<file path="src/rtl/ov7670_config_seq.sv">
// OV7670 register-initialisation sequencer: walks a fixed
// {reg,val} table, issuing SCCB writes, ms delays and NACK retries.
// Ports: clk/rst (async, active-high); start/mode begin a pass;
// sccb_valid/ready/id/reg/data request a write and sccb_done/nack
// complete it; busy/done/error/index report pass status.
module ov7670_config_seq #(
  parameter int         CYCLES_PER_MS = 25000,
  parameter logic [7:0] CAM_ID        = 8'h42,
  parameter int         MAX_RETRY     = 3
) (
  input  logic       clk,
  input  logic       rst,
  input  logic       start,
  input  logic       mode,
  output logic       sccb_valid,
  output logic [7:0] sccb_id,
  output logic [7:0] sccb_reg,
  output logic [7:0] sccb_data,
  input  logic       sccb_ready,
  input  logic       sccb_done,
  input  logic       sccb_nack,
  output logic       busy,
  output logic       done,
  output logic       error,
  output logic [3:0] index
);

  typedef enum logic [2:0] {
    S_IDLE,
    S_FETCH,
    S_ISSUE,
    S_WAIT,
    S_DELAY,
    S_FINISH,
    S_FAIL
  } state_t;

  localparam logic [31:0] CPM  = 32'(CYCLES_PER_MS);
  localparam logic [7:0]  RMAX = 8'(MAX_RETRY);

  function automatic logic [15:0] rom(
    input logic [3:0] i,
    input logic       m
  );
    case (i)
      4'd0:    rom = 16'h1280;
      4'd1:    rom = 16'hF00A;
      4'd2:    rom = 16'h1204;
      4'd3:    rom = 16'h40D0;
      4'd4:    rom = 16'h8C00;
      4'd5:    rom = 16'h3A04;
      4'd6:    rom = 16'h1100;
      4'd7:    rom = 16'h0C04;
      4'd8:    rom = m ? 16'h3E1A : 16'h3E19;
      4'd9:    rom = 16'h703A;
      4'd10:   rom = 16'h7135;
      4'd11:   rom = m ? 16'h7222 : 16'h7211;
      4'd12:   rom = m ? 16'h73F2 : 16'h73F1;
      4'd13:   rom = 16'hA202;
      default: rom = 16'hFFFF;
    endcase
  endfunction

  state_t      state_q, state_d;
  logic [3:0]  index_q, index_d;
  logic [7:0]  retry_q, retry_d;
  logic        mode_q, mode_d;
  logic [31:0] cnt_q, cnt_d;
  logic [7:0]  reg_q, reg_d;
  logic [7:0]  data_q, data_d;
  logic [15:0] entry;

  always_ff @(posedge clk or posedge rst) begin
    if (rst) begin
      state_q <= S_IDLE;
      index_q <= '0;
      retry_q <= '0;
      mode_q  <= 1'b0;
      cnt_q   <= '0;
      reg_q   <= '0;
      data_q  <= '0;
    end else begin
      state_q <= state_d;
      index_q <= index_d;
      retry_q <= retry_d;
      mode_q  <= mode_d;
      cnt_q   <= cnt_d;
      reg_q   <= reg_d;
      data_q  <= data_d;
    end
  end

  always_comb begin
    state_d = state_q;
    index_d = index_q;
    retry_d = retry_q;
    mode_d  = mode_q;
    cnt_d   = cnt_q;
    reg_d   = reg_q;
    data_d  = data_q;
    entry   = rom(index_q, mode_q);
    case (state_q)
      S_IDLE, S_FINISH, S_FAIL: begin
        if (start) begin
          index_d = '0;
          retry_d = '0;
          mode_d  = mode;
          state_d = S_FETCH;
        end
      end
      S_FETCH: begin
        if (entry == 16'hFFFF) begin
          state_d = S_FINISH;
        end else if (entry[15:8] == 8'hF0) begin
          cnt_d   = 32'(entry[7:0]) * CPM;
          state_d = S_DELAY;
        end else begin
          reg_d   = entry[15:8];
          data_d  = entry[7:0];
          state_d = S_ISSUE;
        end
      end
      S_ISSUE: begin
        if (sccb_ready) state_d = S_WAIT;
      end
      S_WAIT: begin
        if (sccb_done) begin
          if (!sccb_nack) begin
            index_d = index_q + 4'd1;
            retry_d = '0;
            state_d = S_FETCH;
          end else if (retry_q < RMAX) begin
            // refetch the same entry so a retry
            // re-issues with normal write timing
            retry_d = retry_q + 8'd1;
            state_d = S_FETCH;
          end else begin
            state_d = S_FAIL;
          end
        end
      end
      S_DELAY: begin
        // exit on 1 so FETCH-to-FETCH is v*CPM+1
        if (cnt_q <= 32'd1) begin
          index_d = index_q + 4'd1;
          state_d = S_FETCH;
        end else begin
          cnt_d = cnt_q - 32'd1;
        end
      end
      default: state_d = S_IDLE;
    endcase
  end

  assign sccb_valid = (state_q == S_ISSUE);
  assign sccb_id    = CAM_ID;
  assign sccb_reg   = reg_q;
  assign sccb_data  = data_q;
  assign busy       = (state_q == S_FETCH) ||
                      (state_q == S_ISSUE) ||
                      (state_q == S_WAIT)  ||
                      (state_q == S_DELAY);
  assign done       = (state_q == S_FINISH);
  assign error      = (state_q == S_FAIL);
  assign index      = index_q;

endmodule

</file>
<file path="config.mk">
export PLATFORM = sky130hd
export DESIGN_NAME = ov7670_config_seq
export DESIGN_NICKNAME = d
export VERILOG_FILES = /design/src/rtl/ov7670_config_seq.sv
export SDC_FILE = /design/constraint.sdc
export NUM_CORES = 1
export LEC_CHECK = 0
export CELL_PAD_IN_SITES_DETAIL_PLACEMENT = 1
export CELL_PAD_IN_SITES_GLOBAL_PLACEMENT = 2
export CORE_UTILIZATION = 35
export CTS_CLUSTER_DIAMETER = 60
export DETAILED_ROUTE_END_ITERATION = 16
export GPL_ROUTABILITY_DRIVEN = 0
export PLACE_DENSITY_LB_ADDON = 0.3
export SYNTH_ARGS = -nofsm -noshare
export SYNTH_HDL_FRONTEND = slang
export SYNTH_SLANG_ARGS = --single-unit
</file>
<file path="constraint.sdc">
create_clock -name clk -period 12.15 [get_ports clk]
set_input_delay 2.43 -clock clk [delete_from_list [all_inputs] [get_ports clk]]
set_output_delay 2.43 -clock clk [all_outputs]
set_load 0.1 [all_outputs]
</file>
== Word-level counts from Yosys, hierarchy flattened ==
Cells that the tools add are included.
Widths: inputs -> output; s select.
Storage, ports and cells
  register bits: 64
  bits of input ports: 7
  output and inout port bits: 32
  logic and storage cells: 87
Operators by class
  $add $sub $neg: 3
  multiply operators: 1
  $lt $le $gt $ge: 2
  eq/ne operators: 30
  mux-type cells: 27
  bitwise logic cells: 2
  reductions and logical operators: 15
Operators by type and width (number)
  $pmux 16 s14: 1
  $mux 32: 3
  $pmux 32 s2: 1
  $le 32x1->1 const B: 1
  $mux 8: 4
  $sub 32x1->32 const B: 1
  $eq 4x4->1 const B: 6
  $mux 3: 8
  $mul 8x12->20 const B: 1
  $eq 16x16->1 const B: 1
  $eq 4x3->1 const B: 4
  $mux 4: 4
  $pmux 8 s2: 1
  $pmux 3 s5: 1
  $ne 2x2->1 const B: 7
  $pmux 4 s3: 1
  $reduce_and 4->1: 3
  $eq 3x3->1 const B: 3
  $add 8x1->8 const B: 1
  $eq 4x2->1 const B: 2
  $eq 8x8->1 const B: 1
  $lt 8x2->1 const B: 1
  $eq 3x2->1 const B: 2
  $mux 6: 1
  16 further kinds: 21

== Longest topological paths before layout ==
Gate-level depths: netlist of the first run.
  depth after elaboration: 6
  depth in mapped cells: 22
  depth with buffers taken out: 21

== Least setup slack after synthesis of the first run ==
OpenSTA, ideal clock, no wires.
  path type: reg2reg
  from: register index_q[0] (netlist: index[0])
  to: register cnt_q[22]
  library setup time: 0.104 ns
  arrival: 6.000 ns
  data required time: 12.046 ns
  setup slack: 6.046 ns
  cell stages (with the launch flop): 22
  path buffers: 1
  period minus slack after synthesis: 6.104 ns
  cell sequence: dfrtp_1 -> inv_1 -> ha_1 -> buf_2 -> nor2b_1 -> nor2_1 -> a211oi_1 -> nand2_1 -> ha_1 -> inv_1 -> fa_1 -> inv_1 -> fa_1 -> ha_1 -> ha_1 -> o211ai_1 -> o21a_1 -> a21boi_0 -> nor2_1 -> o41ai_1 -> xnor2_1 -> a221oi_1
On the way
  word-level cells in the longest chain between the ends: 6
  elaborated cells between the ends (all ways): 24
  those cells by class: mul (1); eq/ne (17); mux (4); reduce/logical (2)
RTL lines
  start: declaration: line 65  | logic [3:0] index_q, index_d;
  start signal: assignment: line 84  | index_q <= index_d;
  $eq 4x4->1 (tied with other cells): line 45  | case (i)
  $pmux 16 s14 *: line 45
  via entry[4]: line 71  | logic [15:0] entry;
  $mul 8x12->20: line 115  | cnt_d = 32'(entry[7:0]) * CPM;
  $mux 32: line 114  | end else if (entry[15:8] == 8'hF0) begin
  $mux 32: line 112  | if (entry == 16'hFFFF) begin
  $pmux 32 s2: line 102  | case (state_q)
  end signal: assignment: line 87  | cnt_q <= cnt_d;
  end: declaration: line 68  | logic [31:0] cnt_q, cnt_d;
The timed path passes the listed nets; every way through them passes the cells marked *. The select of a mux whose other input is x is not followed.
A chain may end at the register's enable or synchronous reset.

== Worst setup path after layout of the first run ==
Ends and elaborated chain as after synthesis.

==> summary.txt, run 1 <==
Yosys
  – Asr flop ratio synth: 100%
  – Yosys warns: 0
  – Most used DFF post-synth: dfrtp_1
  – Sequential element share of the synthesized area: 28.9%
  – Syn_area_per_cell: 8.46 um^2
  – EDFF count, synth: 0
  – Post-Syn Area: 5530 um^2
  – Seq cells post-synth: 64
  – Synth cell types: 66
  – Synth Instances: 654

Setup path
  – Worst Setup End Kind: register
  – CP Class: register to register
  – CP Max Fanout: 18
  – Worst Setup Start Kind: register
  – Worst EP required: 12.39 ns
  – CP arrival: 6.36 ns

Timing
  – Worst slew pin tran: 1.15 ns
  – Final Cycle Share: 50.3%
  – Final min period: 6.11 ns
  – Max-slew violation count: 0
  – Fmax: 164 MHz
  – RSZ-0062 raised after global routing: false
  – Post-route setup TNS: 0 ns
  – Relative slew margins: 23.0%
  – Final Hold Viols: 0
  – Worst Skew: 0.00464 ns
  – Final setup vio count: 0

Flow run
  – Max cap viols: 0

Drt
  – Vias: 4,857
  – DRC viols: 0
  – Drt initial violations: 257
  – Routed len/inst: 17.4 um
  – Post-Route WL: 15,300 um
  – Final ANT Viol Nets: 0
  – 1st-pass router iterations: 4
  – DR vias/cell: 5.53

Die
  – Initial Util: 36.1%
  – Die area: 16,300 um^2
  – Die Span X: 128 um
  – Top-Level Pins: 39
  – Cell Rows: 45
  – Die Y: 128 um
  – Area of the core: 15,300 um^2

GRT
  – Global route overflow: 0
  – Initial antenna violation count: 0
  – GR Util All Layers: 20.4%
  – Met2 Resource Use GR: 33.1%
  – Met1 usage: 26.7%
  – Number of global-route vias before repair: 5,103
  – M3 GR Usage: 3.42%
  – Largest net degree at the start of global routing: 65
  – First-pass GRT wire length: 26,200 um
  – GRT busiest layer: met2

Clock tree
  – Setup Fix Bufs, Post-CTS: 0
  – CTS Root Cell: clkbuf_16
  – Hold buffer count at CTS: 0
  – CTS resizes: 0
  – Clock latency on the worst-skew pair: 0.34 ns
  – CTS sink cnt: 64
  – TritonCTS Buffers: 9
  – CTS tree: built
  – H-tree depth: 3
  – Clock buffer depth: 2
  – Reg clk slew, reported paths: 0.06 ns

Finish
  – Area Overhead vs Synth: 12.1%
  – Multi-input gate area: 3610 um^2
  – Max reg flops: 32
  – Register Area: 1600 um^2
  – Share of cells above drive strength 1: 5.69%
  – Filler cells: 1,838
  – Antenna diodes: 0
  – Design area: 6200 um^2
  – Most frequent cells in the layout: 81 x nor2_1, 64 x dfrtp_1, 59 x ha_1
  – Most common cell after layout, fill and taps aside: nor2_1
  – Nets@finish: 743
  – Top reg by flops: cnt_q

Min path
  – Hold Crit Class: register to register

Placed design
  – Placed wire-length estimate: 11,200 um
  – DP Area: 5930 um^2
  – Port Buffer Count: 30

Run status
  – Status: complete, no violations
[critical path: stages, from the launching register on]
cell      delay, ns
dfrtp_1        0.50
inv_1          0.13
ha_1           0.42
nor3_1         0.33
nand2b_1       0.17
a222oi_1       0.84
ha_1           0.32
inv_1          0.06
fa_1           0.48
inv_1          0.05
fa_1           0.46
ha_1           0.31
ha_1           0.36
o211ai_1       0.10
o21a_1         0.21
a21boi_0       0.35
nor2_1         0.17
o41ai_1        0.41
xnor2_1        0.11
a221oi_1       0.23
[cell families (layout without fill, tap and decap cells)]
kind of cell    Yosys count  in the layout  share of synthesized area, %
other cells               2              8                         0.136
simple gates            220            220                          19.8
xor+xnor                 17             17                          2.69
mux                      12             12                          2.35
fa+ha+maj                71             71                          17.7
flops                    64             64                          28.9
buf+inv                  75             83                          6.35
compound gates          193            193                          22.1
[metrics by stage]
stage / hold WS [ns] / std cells / setup WS (ns) / util (%)
floorplan: 0.446 / 660 / 6.05 / -
global placement: 0.471 / 865 / 6.36 / 38.7
detailed placement: 0.479 / 865 / 6.06 / 38.7
CTS: 0.489 / 879 / 6.04 / 40.5
global route: 0.513 / 879 / 5.57 / 40.5
finish: 0.485 / 879 / 6.04 / 40.5
[routing by layer]
metal | part of all wire (%) | wire, um
met1 | 47 | 7220
met2 | 48 | 7260
met3 | 2.5 | 376
met4 | 2.7 | 414
met5 | 0 | 0
[cell usage after synthesis, drive strengths merged, types with 3 or more instances]
cell / instances / area share (%)
inv: 35 / 2.4
xnor2: 13 / 2.1
ha: 59 / 13
a21o: 6 / 0.81
nand4: 4 / 0.57
a31oi: 9 / 1.0
a22o: 3 / 0.47
o41ai: 5 / 0.79
dfrtp: 64 / 29
xor2: 4 / 0.63
or4: 4 / 0.61
nor2: 81 / 5.5
nand2b: 11 / 1.2
o31ai: 8 / 1.1
a21oi: 53 / 5.0
fa: 12 / 4.3
and2: 4 / 0.45
o21ai: 58 / 5.2
o21a: 5 / 0.68
a22oi: 5 / 0.93
and3: 5 / 0.57
nand3: 10 / 1.1
a211oi: 6 / 0.81
o211ai: 5 / 0.68
nand2: 43 / 3.1
nor2b: 9 / 1.0
or3: 6 / 0.68
o221ai: 4 / 0.63
mux2i: 4 / 0.72
nor3: 24 / 2.2
nor4: 14 / 2.1
mux2: 8 / 1.6
o22ai: 5 / 0.57
buf: 20 / 2.6
clkbuf: 20 / 1.4
[final cells by class]
cell class | count | share of cell area [%]
Tap cell | 211 | 4.25
Clock inverter | 3 | 0.302
Clock buffer | 11 | 4.07
Multi-Input combinational cell | 521 | 58.1
Timing Repair Buffer | 34 | 5.32
Inverter | 35 | 2.12
Sequential cell | 64 | 25.8
[final timing paths]
check | from | to | slack (ns) | cells after the start
max | index[0] | cnt_q[22] | 6.04 | 19
min | cnt_q[31] | cnt_q[31] | 0.48 | 1
max reg2reg | index[0] | cnt_q[22] | 6.04 | 19
min reg2reg | cnt_q[31] | cnt_q[31] | 0.48 | 1
max in group asynchronous | rst | sccb_reg[2] | 8.92 | 3
min in group asynchronous | rst | retry_q[3] | 2.68 | 3
Power of run 1 is not shown: default switching activity piles up to over one toggle a cycle in this logic, so the estimate is an artifact.
==> run 2: changes to the inputs <==
Clock period 12.15 ns to 6.1 ns, I/O delays scaled along.
==> summary.txt, run 2 (synthesis results as in run 1) <==
Clock tree
  – Setup Fix Bufs, Post-CTS: 0 (unchanged)
  – CTS sink cnt: 64 (unchanged)
  – Reg clk slew, reported paths: 0.06 ns (about the same)
  – CTS Root Cell: clkbuf_16
  – Clock latency on the worst-skew pair: 0.34 ns (about the same)
  – CTS resizes: 0 (unchanged)
  – H-tree depth: 3 (unchanged)
  – Hold buffer count at CTS: 0 (unchanged)
  – CTS tree: built
  – Clock buffer depth: 2 (unchanged)
  – TritonCTS Buffers: 9 (unchanged)

Setup path
  – CP arrival: 5.91 ns (-0.45 ns)
  – FF-to-FF path depth: 18 (-1)
  – Worst EP required: 6.34 ns (-6.05 ns)
  – Worst Setup Start Kind: register
  – Launch point of the worst reg-to-reg path: index[0]
  – CP Class: register to register
  – Worst Setup End Kind: register
  – CP Max Fanout: 18 (unchanged)
  – R2r setup slk: 0.43 ns (-5.60 ns)
  – RR Endpoint: cnt_q[22]
  – Critical Path End: cnt_q[22]
  – Worst Setup SP: index[0]

Drt
  – 1st-pass router iterations: 4 (unchanged)
  – Drt initial violations: 164 (-36%)
  – Vias: 4,873 (+0.33%)
  – DR vias/cell: 5.51 (-0.35%)
  – Final ANT Viol Nets: 0 (unchanged)
  – DRC viols: 0 (unchanged)
  – Post-Route WL: 15,400 um (+0.84%)
  – Routed len/inst: 17.4 um (+0.15%)

GRT
  – Global route overflow: 0 (unchanged)
  – Number of global-route vias before repair: 4,994 (-2.1%)
  – GR Util All Layers: 20.1% (-0.21 points)
  – Largest net degree at the start of global routing: 42 (-35%)
  – First-pass GRT wire length: 25,900 um (-0.92%)
  – Initial antenna violation count: 0 (unchanged)

Finish
  – Most common cell after layout, fill and taps aside: nor2_1
  – Filler cells: 1,837 (-0.054%)
  – Antenna diodes: 0 (unchanged)
  – Nets@finish: 747 (+0.54%)
  – Top reg by flops: cnt_q
  – Area Overhead vs Synth: 12.6%
  – Most frequent cells in the layout: 81 x nor2_1, 63 x dfrtp_1, 59 x ha_1
  – Final core utilization: 40.7% (+0.18 points)
  – Max reg flops: 32 (unchanged)
  – Share of cells above drive strength 1: 6.23% (+0.54 points)

Timing
  – Max-slew violation count: 0 (unchanged)
  – Final setup vio count: 0 (unchanged)
  – Final Hold Viols: 0 (unchanged)
  – Fmax: 177 MHz (+7.9%)
  – Final min period: 5.67 ns (-0.449 ns)
  – Relative slew margins: 30.6% (+7.7 points)
  – Worst Skew: 0.0102 ns (+0.00552 ns)
  – Worst slew pin tran: 1.04 ns (-0.114 ns)
  – Final Cycle Share: 92.9% (+43 points)
  – Post-route setup TNS: 0 ns (unchanged)
  – RSZ-0062 raised after global routing: false

Min path
  – Hold Crit Class: register to register

Die
  – Initial Util: 36.1% (unchanged)
  – Top-Level Pins: 39 (unchanged)
  – Die area: 16,300 um^2 (unchanged)
  – Die Y: 128 um (unchanged)
  – Die Span X: 128 um (unchanged)
  – Area of the core: 15,300 um^2 (unchanged)
  – Cell Rows: 45 (unchanged)

Placed design
  – Port Buffer Count: 30 (unchanged)
  – Placed wire-length estimate: 11,300 um (+1.0%)

Run status
  – Status: complete, no violations

Flow run
  – Max cap viols: 0 (unchanged)
[run 2: cell types whose count changed in the layout (fill, tap and decap cells not counted), sizes merged]
| cell | previous run | this run |
|---|---|---|
| buf | 4 | 8 |
| clkinvlp | 0 | 1 |
| clkbuf | 11 | 13 |
| clkinv | 3 | 2 |
[run 2: how the worst min path moves through the flow]
stage	start	to	slack, ns	depth (start not counted)
floorplan	cnt_q[31]	cnt_q[31]	0.45	1
global placement	cnt_q[31]	cnt_q[31]	0.47	1
detailed placement	cnt_q[31]	cnt_q[31]	0.48	1
CTS	cnt_q[31]	cnt_q[31]	0.49	1
global route	cnt_q[31]	cnt_q[31]	0.50	1
finish	sccb_reg[7]	sccb_reg[7]	0.49	1
[run 2: layer usage]
| metal | global-route usage (%) | part of all wire [%] |
|---|---|---|
| met1 | 26.8 | 48 |
| met5 | 0 | 0 |
| met3 | 3.63 | 2.7 |
| met2 | 33.3 | 47 |
| met4 | 6.02 | 1.6 |
[run 2: final cells by class]
cell class	instances	area [um^2]	area share, %
clock buffers	13	250	4.02
clock inverters	3	17.5	0.281
inverters	35	131	2.11
multi-input cells	521	3610	57.9
flip-flops and latches	64	1600	25.7
well taps	211	264	4.24
repair buffers	38	360	5.78
[run 2: critical path: stages (launching register included)]
cell and delay (ns):
dfrtp_2 0.46, inv_1 0.12, ha_1 0.57, a21oi_1 0.14, o21ai_0 0.63, ha_1 0.38, inv_1 0.08, fa_1 0.41
inv_1 0.09, fa_1 0.44, ha_1 0.31, ha_1 0.34, o211ai_1 0.10, o21a_1 0.21, a21boi_0 0.37, nor2_1 0.15
o41ai_1 0.39, xnor2_1 0.11, a221oi_1 0.24
[run 2: per-stage QoR]
| stage | area, um^2 | cells | setup WS (ns) | hold WS (ns) |
|---|---|---|---|---|
| floorplan | 5560 | 660 | 0.0302 | 0.446 |
| global placement | 5960 | 869 | 0.642 | 0.475 |
| detailed placement | 5960 | 869 | 0.448 | 0.480 |
| CTS | 6230 | 885 | 0.419 | 0.495 |
| global route | 6230 | 885 | 0.0530 | 0.501 |
| finish | 6230 | 885 | 0.435 | 0.493 |
Power of run 2 is left out for the same reason.
==> run 3: changes to the inputs <==
Settings changed: ABC_AREA from default to 1, CORE_UTILIZATION 35 to 34.
==> summary.txt, run 3 <==
Run status
  – Status: complete, no violations

Yosys
  – Post-synth top area cell: dfrtp_1
  – Commonest cells post-synth: 248 x nand2_1, 122 x nor2_1, 100 x inv_1
  – Most used DFF post-synth: dfrtp_1
  – Top post-synthesis cells by area: dfrtp_1 27%, nand2_1 16%, ha_1 12%
  – EDFF count, synth: 0 (unchanged)
  – Synth Instances: 890 (+36%)
  – Post-Syn Area: 6000 um^2 (+8.4%)
  – Most common cell in the netlist: nand2_1
  – Syn_area_per_cell: 6.74 um^2 (-20%)
  – Asr flop ratio synth: 100% (unchanged)
  – Sequential element share of the synthesized area: 26.7% (-2.3 points)
  – Yosys warns: 0 (unchanged)
  – Top-area cell type share of the netlist area: 26.7% (-2.3 points)
  – Seq cells post-synth: 64 (unchanged)
  – Synth cell types: 38 (-42%)

Clock tree
  – CTS resizes: 0 (unchanged)
  – Setup Fix Bufs, Post-CTS: 0 (unchanged)
  – Reg clk slew, reported paths: 0.06 ns (about the same)
  – CTS sink cnt: 64 (unchanged)
  – CTS tree: built
  – Clock latency on the worst-skew pair: 0.34 ns (about the same)
  – H-tree depth: 3 (unchanged)
  – Clock buffer depth: 2 (unchanged)
  – TritonCTS Buffers: 9 (unchanged)
  – Hold buffer count at CTS: 0 (unchanged)
  – CTS Root Cell: clkbuf_16

Timing
  – Final Hold Viols: 0 (unchanged)
  – RSZ-0062 raised after global routing: false
  – Worst Skew: 0.00630 ns (-0.00387 ns)
  – Post-route setup TNS: 0 ns (unchanged)
  – Worst slew pin tran: 1.13 ns (+0.0950 ns)
  – Final Cycle Share: 85.5% (-7.4 points)
  – Max-slew violation count: 0 (unchanged)
  – Relative slew margins: 24.4% (-6.2 points)
  – Fmax: 192 MHz (+8.6%)
  – Final setup vio count: 0 (unchanged)
  – Final min period: 5.22 ns (-0.449 ns)

GRT
  – Initial antenna violation count: 0 (unchanged)
  – GR Util All Layers: 21.0% (+0.89 points)
  – Number of global-route vias before repair: 5,747 (+15%)
  – Largest net degree at the start of global routing: 49 (+17%)
  – Global route overflow: 0 (unchanged)
  – First-pass GRT wire length: 29,800 um (+15%)

Drt
  – Vias: 5,618 (+15%)
  – 1st-pass router iterations: 4 (unchanged)
  – Final ANT Viol Nets: 0 (unchanged)
  – DRC viols: 0 (unchanged)
  – Post-Route WL: 17,500 um (+14%)
  – Drt initial violations: 256 (+56%)
  – Routed len/inst: 15.4 um (-12%)
  – DR vias/cell: 4.92 (-11%)

Min path
  – Hold Crit Class: register to register
  – Hold Path Depth: 2 (+1)
  – Min-delay src: sccb_reg[4]
  – Worst Hold End: sccb_reg[4]

Setup path
  – CP Class: register to register
  – CP Max Fanout: 6 (-12)
  – Critical Path Slowest Stage Cell: fa_1
  – Launch point of the worst reg-to-reg path: index[0]
  – CP delay by family, top: adder cells
  – Worst EP required: 6.33 ns (about the same)
  – RR Endpoint: cnt_q[12]
  – FF-to-FF path depth: 24 (+6)
  – Worst Setup End Kind: register
  – R2r setup slk: 0.88 ns (+0.45 ns)
  – Crit path buffers/inverters: 4 (+1)
  – Worst path cell trace: inv_1, ha_1, nor2_2, nor2_1, nor2_2, nand2_2, nand3_1, nor3_1, inv_1, ha_1, ha_1, inv_1, fa_1, inv_1, fa_1, ha_1, or2_2, nand3_1, nand3_1, or2_2, nand3_1, o21ai_0, nand3_1, nand2_1
  – Most frequent CP cell: nand3_1
  – CP arrival: 5.45 ns (-0.46 ns)
  – CP peak stage delay: 0.50 ns (-0.13 ns)
  – Worst Setup Start Kind: register

Die
  – Die area: 18,200 um^2 (+11%)
  – Die Y: 135 um (+5.6%)
  – Top-Level Pins: 39 (unchanged)
  – Die Span X: 135 um (+5.6%)
  – Area of the core: 17,200 um^2 (+13%)
  – Cell Rows: 48 (+6.7%)
  – Initial Util: 34.8% (-1.3 points)

Finish
  – Area Overhead vs Synth: 12.8%
  – Nets@finish: 990 (+33%)
  – Share of cells above drive strength 1: 6.76% (+0.53 points)
  – Max reg flops: 32 (unchanged)
  – Antenna diodes: 0 (unchanged)
  – Most frequent cells in the layout: 248 x nand2_1, 121 x nor2_1, 99 x inv_1
  – Top reg by flops: cnt_q
  – Most common cell after layout, fill and taps aside: nand2_1

Flow run
  – Max cap viols: 0 (unchanged)

Placed design
  – Port Buffer Count: 30 (unchanged)
  – Placed wire-length estimate: 13,900 um (+24%)
run 3: stage by stage:
step	util [%]	hold slack [ns]	cells	setup slack [ns]	instance area [um^2]
finish	39.3	0.478	1142	0.884	6770
global route	39.3	0.511	1142	0.436	6770
CTS	39.3	0.488	1142	0.876	6770
detailed placement	37.4	0.473	1126	0.915	6440
global placement	37.4	0.467	1126	1.09	6440
floorplan	-	0.460	896	0.817	6020
run 3: worst max-delay path by stage:
stage                end     start  slack [ns]  cells past startpoint
6_report       cnt_q[12]  index[0]        0.88                     24
5_1_grt        cnt_q[22]  index[0]        0.44                     27
4_1_cts        cnt_q[12]  index[0]        0.88                     24
3_5_place_dp   cnt_q[12]  index[0]        0.91                     24
3_3_place_gp   cnt_q[12]  index[1]        1.09                     23
2_1_floorplan  cnt_q[12]  index[1]        0.82                     24
run 3: worst register-to-register path: stages (launching register included):
cell and delay, ns:
dfrtp_1 0.44, inv_1 0.13, ha_1 0.28, nor2_2 0.10, nor2_1 0.12, nor2_2 0.06, nand2_2 0.10, nand3_1 0.22
nor3_1 0.30, inv_1 0.17, ha_1 0.35, ha_1 0.28, inv_1 0.05, fa_1 0.50, inv_1 0.05, fa_1 0.47
ha_1 0.36, or2_2 0.31, nand3_1 0.09, nand3_1 0.11, or2_2 0.29, nand3_1 0.06, o21ai_0 0.10, nand3_1 0.10
nand2_1 0.06
run 3: area by class of cell:
class	instances	area (um^2)
Timing Repair Buffer	32	315
Clock buffer	10	239
Inverter	108	405
Clock inverter	6	91.3
Multi-Input combinational cell	697	3840
Tap cell	225	282
Sequential cell	64	1600
Fill cell	2243	10500
run 3: kinds of logic after synthesis:
kind of cell	synth area share, %
AOI/OAI and AO/OA	8.05
adders and majority gates	16.3
DFF	26.7
other	0.125
and+or+nand+nor	36.9
buffers and inverters	9.78
xor gates and xnor gates	2.19
run 3: layer usage:
| metal | up-vias | part of all wire [%] | track usage, % |
|---|---|---|---|
| met5 | - | 0 | 0 |
| met4 | 0 | 0.97 | 4.68 |
| met3 | 12 | 1.9 | 2.97 |
| met2 | 40 | 47 | 35.3 |
| met1 | 2695 | 51 | 28.5 |
| li1 | 2871 | - | - |
Power of run 3 is left out for the same reason.
